===== config.mk =====
export PLATFORM = sky130hd
export DESIGN_NAME = command_stream_unpacker
export DESIGN_NICKNAME = d
export VERILOG_FILES = /design/src/rtl/orca_cmd_pkg.sv /design/src/rtl/byte_window_extract.sv /design/src/rtl/command_stream_unpacker.sv
export SDC_FILE = /design/constraint.sdc
export NUM_CORES = 1
export LEC_CHECK = 0
export ABC_AREA = 1
export CORE_AREA = 2 2 179 181
export CTS_CLUSTER_DIAMETER = 60
export DETAILED_ROUTE_END_ITERATION = 8
export DIE_AREA = 0 0 181 183
export PLACE_DENSITY = 0.66
export SLEW_MARGIN = 5
export SYNTH_ARGS = -nofsm -noshare
export SYNTH_HDL_FRONTEND = slang
export SYNTH_HIERARCHICAL = 1
export SYNTH_SLANG_ARGS = --single-unit

===== constraint.sdc =====
create_clock -name clk -period 7.5 [get_ports clk]
set_input_delay 1.5 -clock clk [delete_from_list [all_inputs] [get_ports clk]]
set_output_delay 1.5 -clock clk [all_outputs]
set_load 0.005 [all_outputs]

===== src/rtl/orca_cmd_pkg.sv =====
// Shared types and width helpers for the GX command-stream path.
package orca_cmd_pkg;

  typedef enum logic {
    CMD_ENDIAN_LITTLE = 1'b0,
    CMD_ENDIAN_BIG    = 1'b1
  } cmd_endian_e;

  // Bits needed to hold a count in the inclusive range 0..n.
  function automatic int cnt_width(input int n);
    return $clog2(n + 1);
  endfunction

  function automatic int buf_bytes(input int buf_words, input int in_bytes);
    return buf_words * in_bytes;
  endfunction

  localparam int DEF_IN_BYTES  = 4;
  localparam int DEF_BUF_WORDS = 2;
  localparam int DEF_BUF_BYTES = buf_bytes(DEF_BUF_WORDS, DEF_IN_BYTES);

endpackage


===== src/rtl/byte_window_extract.sv =====
// Selects the n oldest bytes of the buffer (byte 0 = oldest), zero-extended,
// placing the oldest byte at the MSB end of the field (big) or at bits [7:0] (little).
module byte_window_extract
  import orca_cmd_pkg::*;
#(
  parameter int          BUF_BYTES = 8,
  parameter int          OUT_BYTES = 4,
  parameter cmd_endian_e ENDIAN    = CMD_ENDIAN_BIG,
  localparam int         CW        = cnt_width(OUT_BYTES)
) (
  input  logic [8*BUF_BYTES-1:0] buf_i,
  input  logic [CW-1:0]          n_i,
  output logic [8*OUT_BYTES-1:0] data_o
);

  logic [31:0] n_w;
  assign n_w = 32'(n_i);

  always_comb begin
    data_o = '0;
    for (int unsigned k = 0; k < OUT_BYTES; k++) begin
      if (k < n_w) begin
        if (ENDIAN == CMD_ENDIAN_BIG) begin
          data_o[8*(n_w-1-k) +: 8] = buf_i[8*k +: 8];
        end else begin
          data_o[8*k +: 8] = buf_i[8*k +: 8];
        end
      end
    end
  end

endmodule


===== src/rtl/command_stream_unpacker.sv =====
// Byte-granular unpacker: buffers command FIFO words and grants 0..OUT_BYTES byte
// fields per request in one cycle, with peek, flush and a registered occupancy count.
module command_stream_unpacker
  import orca_cmd_pkg::*;
#(
  parameter int  IN_BYTES   = 4,
  parameter int  OUT_BYTES  = 4,
  parameter int  BUF_WORDS  = 2,
  parameter int  BIG_ENDIAN = 1,
  localparam int BUF_BYTES  = buf_bytes(BUF_WORDS, IN_BYTES),
  localparam int CW         = cnt_width(OUT_BYTES),
  localparam int LW         = cnt_width(BUF_BYTES)
) (
  input  logic                   clk,
  input  logic                   reset,
  input  logic                   in_valid,
  output logic                   in_ready,
  input  logic [8*IN_BYTES-1:0]  in_data,
  input  logic                   flush,
  input  logic                   req_valid,
  input  logic [CW-1:0]          req_bytes,
  input  logic                   req_peek,
  output logic                   req_ready,
  output logic                   out_valid,
  output logic [8*OUT_BYTES-1:0] out_data,
  output logic                   req_err,
  output logic [LW-1:0]          level
);

  logic [8*BUF_BYTES-1:0] buf_q, buf_d;
  logic [LW-1:0]          level_q, level_d;
  logic                   out_valid_q, req_err_q;
  logic [8*OUT_BYTES-1:0] out_data_q, field;

  logic [31:0] lvl, req_w, eff, cons, keep;
  logic        oversize, push, grant, consume;

  assign lvl      = 32'(level_q);
  assign req_w    = 32'(req_bytes);
  assign oversize = req_w > 32'(OUT_BYTES);
  assign eff      = oversize ? 32'(OUT_BYTES) : req_w;

  // in_ready looks only at the registered level so the FIFO side never waits on req_*.
  assign in_ready  = ~flush & ((32'(BUF_BYTES) - lvl) >= 32'(IN_BYTES));
  assign push      = in_valid & in_ready;
  assign grant     = req_valid & ~flush & (lvl >= eff);
  assign req_ready = grant;
  assign consume   = grant & ~req_peek;
  assign cons      = consume ? eff : 32'd0;
  assign keep      = lvl - cons;

  always_comb begin
    buf_d = buf_q >> (8 * cons);
    if (push) begin
      for (int unsigned b = 0; b < IN_BYTES; b++) begin
        if (keep + b < 32'(BUF_BYTES)) begin
          buf_d[8*(keep+b) +: 8] = in_data[8*b +: 8];
        end
      end
    end
    level_d = flush ? '0 : LW'(keep + (push ? 32'(IN_BYTES) : 32'd0));
  end

  byte_window_extract #(
    .BUF_BYTES (BUF_BYTES),
    .OUT_BYTES (OUT_BYTES),
    .ENDIAN    ((BIG_ENDIAN != 0) ? CMD_ENDIAN_BIG : CMD_ENDIAN_LITTLE)
  ) u_extract (
    .buf_i  (buf_q),
    .n_i    (CW'(eff)),
    .data_o (field)
  );

  always_ff @(posedge clk) begin
    if (reset) begin
      level_q     <= '0;
      out_valid_q <= 1'b0;
      out_data_q  <= '0;
      req_err_q   <= 1'b0;
    end else begin
      level_q     <= level_d;
      out_valid_q <= grant;
      req_err_q   <= grant & oversize;
      if (grant) begin
        out_data_q <= field;
      end
    end
  end

  // Contents beyond level are don't-care, so the byte store needs no reset.
  always_ff @(posedge clk) begin
    buf_q <= buf_d;
  end

  assign out_valid = out_valid_q;
  assign out_data  = out_data_q;
  assign req_err   = req_err_q;
  assign level     = level_q;

endmodule


==> results.py, run 1 <==
metrics = {
    "setup_path": {
        "cp-end-kind": "flop",
        "required_ns": 7.82,
        "path_class": "input pin to flop",
        "rr_worst_depth": 37,
        "cp_data_arrival_time_ns": 7.29,
        "cp_max_fo": 10,
        "cp_slowest_stage_delay_ns": 0.43,
        "cpMostUsedCell": "nand2_1",
        "cp-start-kind": "input pin",
        "cpMaxStageDelayCell": "fa_1",
    },
    "clock_network": {
        "clkTransAtPathRegs_ns": 0.08,
        "worstSkewPairLatency_ns": 0.39,
        "cts.sinks": 102,
        "numCtsBuffers": 9,
        "cts_setup_buffers": 0,
        "cts_tree": "built",
        "clock_path_buffers": 2,
        "h-tree-depth": 3,
        "cts_root_buf": "clkbuf_16",
    },
    "timing": {
        "rsz0062_at_grt": "no",
        "setup_viol": 0,
        "max_slew_margin": 0.2295,
        "worst_slew_pin_slew_ns": 1.156,
        "hold_violations": 0,
        "whs_ns": 0.4849,
        "fin_crit_sh": 0.9298,
        "slew_viol_final": 0,
        "finalCriticalPeriod_ns": 6.973,
        "finClkSkew_ns": 0.01975,
        "fin_tns_setup_ns": 0,
        "fmax_mhz": 143.4,
    },
    "flow_run": {
        "drv_cap": 0,
    },
    "synth": {
        "yosysUniqueCellTypes": 56,
        "synth_nets": 2679,
        "synth-seq-cells": 102,
        "synthFlopType": "dfxtp_1",
        "seq_area_frac_synth": 0.1477,
        "async_flop_share": 0,
        "synth_area_per_cell_sq_um": 5.395,
        "synth_area_sq_mm": 0.01382,
        "synth_warnings": 6,
        "synth-edff-count": 0,
        "synth_cells": 2562,
    },
    "floorplanning": {
        "io_pins": 81,
        "core_area_sq_mm": 0.03123,
        "die_h_um": 183,
        "rows": 65,
        "start_util": 0.4425,
        "die-area_sq_mm": 0.03312,
        "die_w_um": 181,
    },
    "pwr": {
        "p_per_area_mw_per_mm2": 206.2,
        "irDropWorstVdd_uv": 130.5,
        "leakagePower_nw": 7.857,
    },
    "route": {
        "vias": 17590,
        "drtIter0Drc": 2505,
        "drt-met1-wl_um": 25710,
        "antenna_left": 0,
        "drt_first_pass_iters": 6,
        "viasPerCell": 5.818,
        "drc": 0,
        "routed_wl_um": 62670,
        "met3_wirelength_um": 5305,
        "wl_per_cell_um": 20.73,
        "top_layer": "met4",
        "met2WireLength_um": 27740,
    },
    "final_layout": {
        "fin_nets": 2733,
        "finish.instance_area_sq_mm": 0.01545,
        "drive_gt1_frac": 0.07783,
        "diodes": 0,
        "area_delta_synth_final_pct": 11.82,
    },
    "place": {
        "place_hpwl_um": 48820,
        "gp_congestion": 1.063,
        "portBuffers": 80,
        "post_dp_cell_area_sq_mm": 0.01514,
    },
    "min_path": {
        "hold_depth": 2,
        "worstHoldPathType": "flop to flop",
    },
    "global_route": {
        "grt-ovfl-total": 0,
        "grt_max_degree": 101,
        "grt_pass1_wl_um": 95810,
        "grt_pass1_vias": 16050,
        "antenna_found_initial": 0,
        "grt_use_total": 0.3753,
    },
    "status": {
        "status": "completed",
    },
}
## final timing paths
check,start,endpoint,slack (ns)
worst max-delay path,req_bytes[2],buf_q[9],0.53
worst min-delay path,out_data[24],out_data[24],0.48
worst max register to register,level[2],buf_q[9],1.94
worst min register to register,out_data[24],out_data[24],0.48
## logic make-up (layout without fill, tap and decap cells)
kind of cell / Yosys count / after routing / synth area share
and+or+nand+nor: 1635 / 1635 / 0.5250
buffers and inverters: 435 / 494 / 0.1262
AOI/OAI and AO/OA: 304 / 304 / 0.1235
DFF: 102 / 102 / 0.1477
adders and majority gates: 76 / 76 / 0.06935
xor gates and xnor gates: 10 / 10 / 0.008239
## Yosys cell counts, types with 5 or more instances
cell / n / area [sq um]
a21oi_1: 92 / 460.4
nor3_1: 27 / 135.1
inv_1: 308 / 1156
nor4_1: 11 / 68.82
o21ai_1: 27 / 135.1
nand2_1: 853 / 3202
nor2_1: 257 / 964.7
ha_1: 75 / 938.4
nand2_2: 30 / 187.7
o22ai_1: 8 / 50.05
or2_2: 5 / 31.28
buf_2: 17 / 85.08
o21ai_0: 112 / 560.5
o211ai_1: 48 / 360.4
nor2_4: 12 / 135.1
nand3_2: 9 / 90.09
nor3_2: 5 / 50.05
nand4_1: 73 / 456.7
buf_1: 9 / 33.78
nand3_1: 316 / 1582
clkinv_1: 5 / 18.77
buf_6: 9 / 101.4
clkbuf_1: 60 / 225.2
dfxtp_1: 102 / 2042
inv_2: 21 / 78.83
nor2_2: 13 / 81.33
xor2_1: 6 / 52.55
## metal layers
layer,GRT usage,vias to the layer above
li1,-,8383
met1,0.4771,8024
met2,0.6089,980
met3,0.05699,201
met4,0.2130,0
met5,0,-
## report_power, final
part	switching (mW)	internal (mW)
Combinational	1.20	0.584
Clock	0.271	0.241
Sequential	0.205	0.690
Total	1.67	1.51
## stage by stage
step	worst slack, ns	power [mW]	utilization	std cells
finish	0.5265	3.187	0.4949	3023
detailed placement	-0.02386	2.616	0.4848	3007
global placement	0.05137	2.607	0.4848	3007
CTS	0.3544	3.126	0.4941	3023
global route	0.03207	3.410	0.4949	3023
floorplan	0.4610	2.009	-	2562
## worst max-delay path: cells and delay by family
kind / cells / cell delay [ns]
fa+ha+maj: 4 / 1.20
simple gates: 25 / 2.95
xor+xnor: 1 / 0.14
buf+inv: 10 / 1.48
## state kept, by name, indices dropped and copies added (netlist names)
signal / flops
buf_q: 64
level: 4
out_data: 32
out_valid: 1
req_err: 1
## layout make-up
cell class / count / area, sq um
fill: 3459 / 15780
multi-input combinational: 2025 / 10080
sequential: 102 / 2042
inverter: 336 / 1271
timing repair buffer: 142 / 1266
tap: 402 / 503.0
clock buffer: 10 / 239.0
clock inverter: 6 / 51.30
## cells in the final DEF (no fill, tap or decap), types with 3 or more instances in the layout
cell type        instances
nand2_1                851
nand3_1                313
inv_1                  308
nor2_1                 252
o21ai_0                112
dfxtp_1                102
a21oi_1                 92
clkdlybuf4s50_1         80
ha_1                    75
nand4_1                 73
buf_4                   62
o211ai_1                48
nand2_2                 31
nor3_1                  27
o21ai_1                 27
inv_2                   20
nor2_2                  16
nor2_4                  14
nand3_2                 12
nor4_1                  11
clkbuf_16                9
o22ai_1                  8
xor2_1                   6
nand2_4                  5
clkinv_1                 5
or2_2                    5
nor3_2                   5
nand3b_1                 4
o31ai_1                  4
nor2_8                   3
nor3b_1                  3
a21boi_0                 3
inv_6                    3
## repair_timing
item                                    in CTS  in global routing
resized for setup                            0                  7
endpoints found under the setup margin       0                 64
hold endpoints to repair                     0                  0
hold buffers                                 0                  0
No activity file was read; power rests on OpenSTA's default activity.
==> run 2, diff against run 1 <==
PLACE_DENSITY = 0.69   (was 0.66)
clock period = 6.4 ns   (was 7.5 ns; I/O delays follow)
==> run 2 against run 1 <==
Net effect:
- die area is the same
- combinational power grew 27%
- sequential cell count unchanged
- non-clock buffer count grew 158
- cell count rose by 5.2%
- clock power grew 12%
- critical endpoint is now buf_q[8]
- clock skew rose by 0.0034 ns
==> results.py, run 2 (synthesis gave the netlist of run 1 again) <==
metrics = {
    "min_path": {
        "hold_depth": 2,
        "worstHoldPathType": "flop to flop",
    },
    "floorplanning": {
        "io_pins": 81,
        "rows": 65,
        "core_area_sq_mm": 0.03123,
        "die_h_um": 183,
        "die_w_um": 181,
        "start_util": 0.4425,
        "die-area_sq_mm": 0.03312,
    },
    "pwr": {
        "p_per_area_mw_per_mm2": 229.3,
        "leakagePower_nw": 8.681,
        "irDropWorstVdd_uv": 173.5,
    },
    "final_layout": {
        "layout_common_cells": "846 x nand2_1, 314 x nand3_1, 301 x inv_1, 248 x nor2_1, 211 x buf_4",
        "drive_gt1_frac": 0.1407,
        "diodes": 0,
        "final_common_cell": "nand2_1",
        "fin_nets": 2891,
        "area_delta_synth_final_pct": 22.44,
        "regMostFlops": "buf_q",
        "largest_reg_flops": 64,
    },
    "clock_network": {
        "cts.sinks": 102,
        "cts_root_buf": "clkbuf_16",
        "clkTransAtPathRegs_ns": 0.08,
        "numCtsBuffers": 9,
        "h-tree-depth": 3,
        "cts_tree": "built",
        "worstSkewPairLatency_ns": 0.37,
        "clock_path_buffers": 2,
    },
    "setup_path": {
        "reg2reg_slack_ns": 1.13,
        "required_ns": 6.71,
        "cpMaxStageDelayCell": "fa_2",
        "cp-start-kind": "input pin",
        "cpMostUsedCell": "nand2_1",
        "r2r_start": "level[1]",
        "path_class": "input pin to flop",
        "cp-end-kind": "flop",
        "cp_max_fo": 6,
        "cp_slowest_stage_delay_ns": 0.51,
        "crit_start": "req_bytes[2]",
        "r2r-end": "buf_q[8]",
        "cp_data_arrival_time_ns": 6.27,
        "crit_path_end": "buf_q[8]",
        "rr_worst_depth": 33,
    },
    "global_route": {
        "antenna_found_initial": 0,
        "grt_max_degree": 89,
        "grt_pass1_wl_um": 96220,
        "grt_use_total": 0.3757,
        "grt-ovfl-total": 0,
        "grt_pass1_vias": 16420,
    },
    "timing": {
        "max_slew_margin": 0.3397,
        "worst_slew_pin_slew_ns": 0.9801,
        "fin_ws_ns": 0.4399,
        "setup_viol": 0,
        "rsz0062_at_grt": "no",
        "slew_viol_final": 0,
        "hold_violations": 0,
        "finClkSkew_ns": 0.02319,
        "fmax_mhz": 167.8,
        "fin_tns_setup_ns": 0,
        "finalCriticalPeriod_ns": 5.960,
        "fin_crit_sh": 0.9313,
    },
    "place": {
        "portBuffers": 80,
        "detailedPlace.worstSlack_ns": -0.3965,
        "gp_congestion": 1.052,
        "place_hpwl_um": 50310,
    },
    "route": {
        "antenna_left": 0,
        "met2WireLength_um": 27580,
        "drtIter0Drc": 2251,
        "routed_wl_um": 63140,
        "top_layer": "met4",
        "drt-met1-wl_um": 26020,
        "viasPerCell": 5.646,
        "drc": 0,
        "met3_wirelength_um": 6189,
        "drt_first_pass_iters": 7,
        "vias": 17960,
        "wl_per_cell_um": 19.85,
    },
    "status": {
        "status": "completed",
    },
    "flow_run": {
        "drv_cap": 0,
    },
}
-- run 2: cell types whose count changed in the layout (fill, tap and decap cells not counted), moves of 5 or more --
cell	change
buf_12	+5
buf_4	+149
ha_1	-7
ha_4	+7
inv_1	-7
inv_2	+8
nand2_1	-5
nor2_4	+5
-- run 2: through the flow --
stage / utilization / area (sq um) / hold WS, ns / total power [mW] / cells
floorplan: - / 13840 / 0.4745 / 2.359 / 2562
global placement: 0.5224 / 16320 / 0.4624 / 3.169 / 3155
detailed placement: 0.5224 / 16320 / 0.4704 / 3.190 / 3155
CTS: 0.5317 / 16600 / 0.4859 / 3.765 / 3171
global route: 0.5419 / 16920 / 0.5069 / 4.147 / 3181
finish: 0.5419 / 16920 / 0.4782 / 3.880 / 3181
-- run 2: final cells by class --
type	count	area (sq um)
Clock buffer	9	225.2
Clock inverter	7	57.56
Fill cell	3353	14310
Inverter	336	1269
Multi-Input combinational cell	2025	10280
Sequential cell	102	2042
Tap cell	402	503.0
Timing Repair Buffer	300	2545
-- run 2: how the worst min path moves through the flow --
| stage | start | endpoint |
|---|---|---|
| floorplan | buf_q[59] | buf_q[59] |
| global placement | out_data[23] | out_data[23] |
| detailed placement | out_data[28] | out_data[28] |
| CTS | out_data[28] | out_data[28] |
| global route | out_data[9] | out_data[9] |
| finish | out_data[27] | out_data[27] |
-- run 2: layer usage --
metal,up-vias,track usage
met5,-,0
met4,0,0.1769
met3,159,0.05421
met2,1004,0.6089
met1,8094,0.4936
li1,8703,-
-- run 2: critical path, delay by kind of cell --
family,cells,cell delay (ns)
AND/OR/NAND/NOR,17,2.06
buffers and inverters,11,1.24
AO/OA/AOI/OAI,2,0.16
adder cells (fa/ha/maj),5,1.52
-- run 2: power by group --
part	leakage (nW)	internal [mW]	switching, mW
clock	0.134	0.271	0.303
sequential	0.839	0.808	0.235
combinational	7.71	0.819	1.44
-- run 2: timing repair --
| item | in CTS | in global routing |
|---|---|---|
| gates resized for setup | 1 | 51 |
| buffers inserted | 0 | 8 |
| pin swaps | 0 | 24 |
| hold buffers | 0 | 0 |
| cloned | 0 | 2 |
| endpoints found under the setup margin | 8 | 64 |
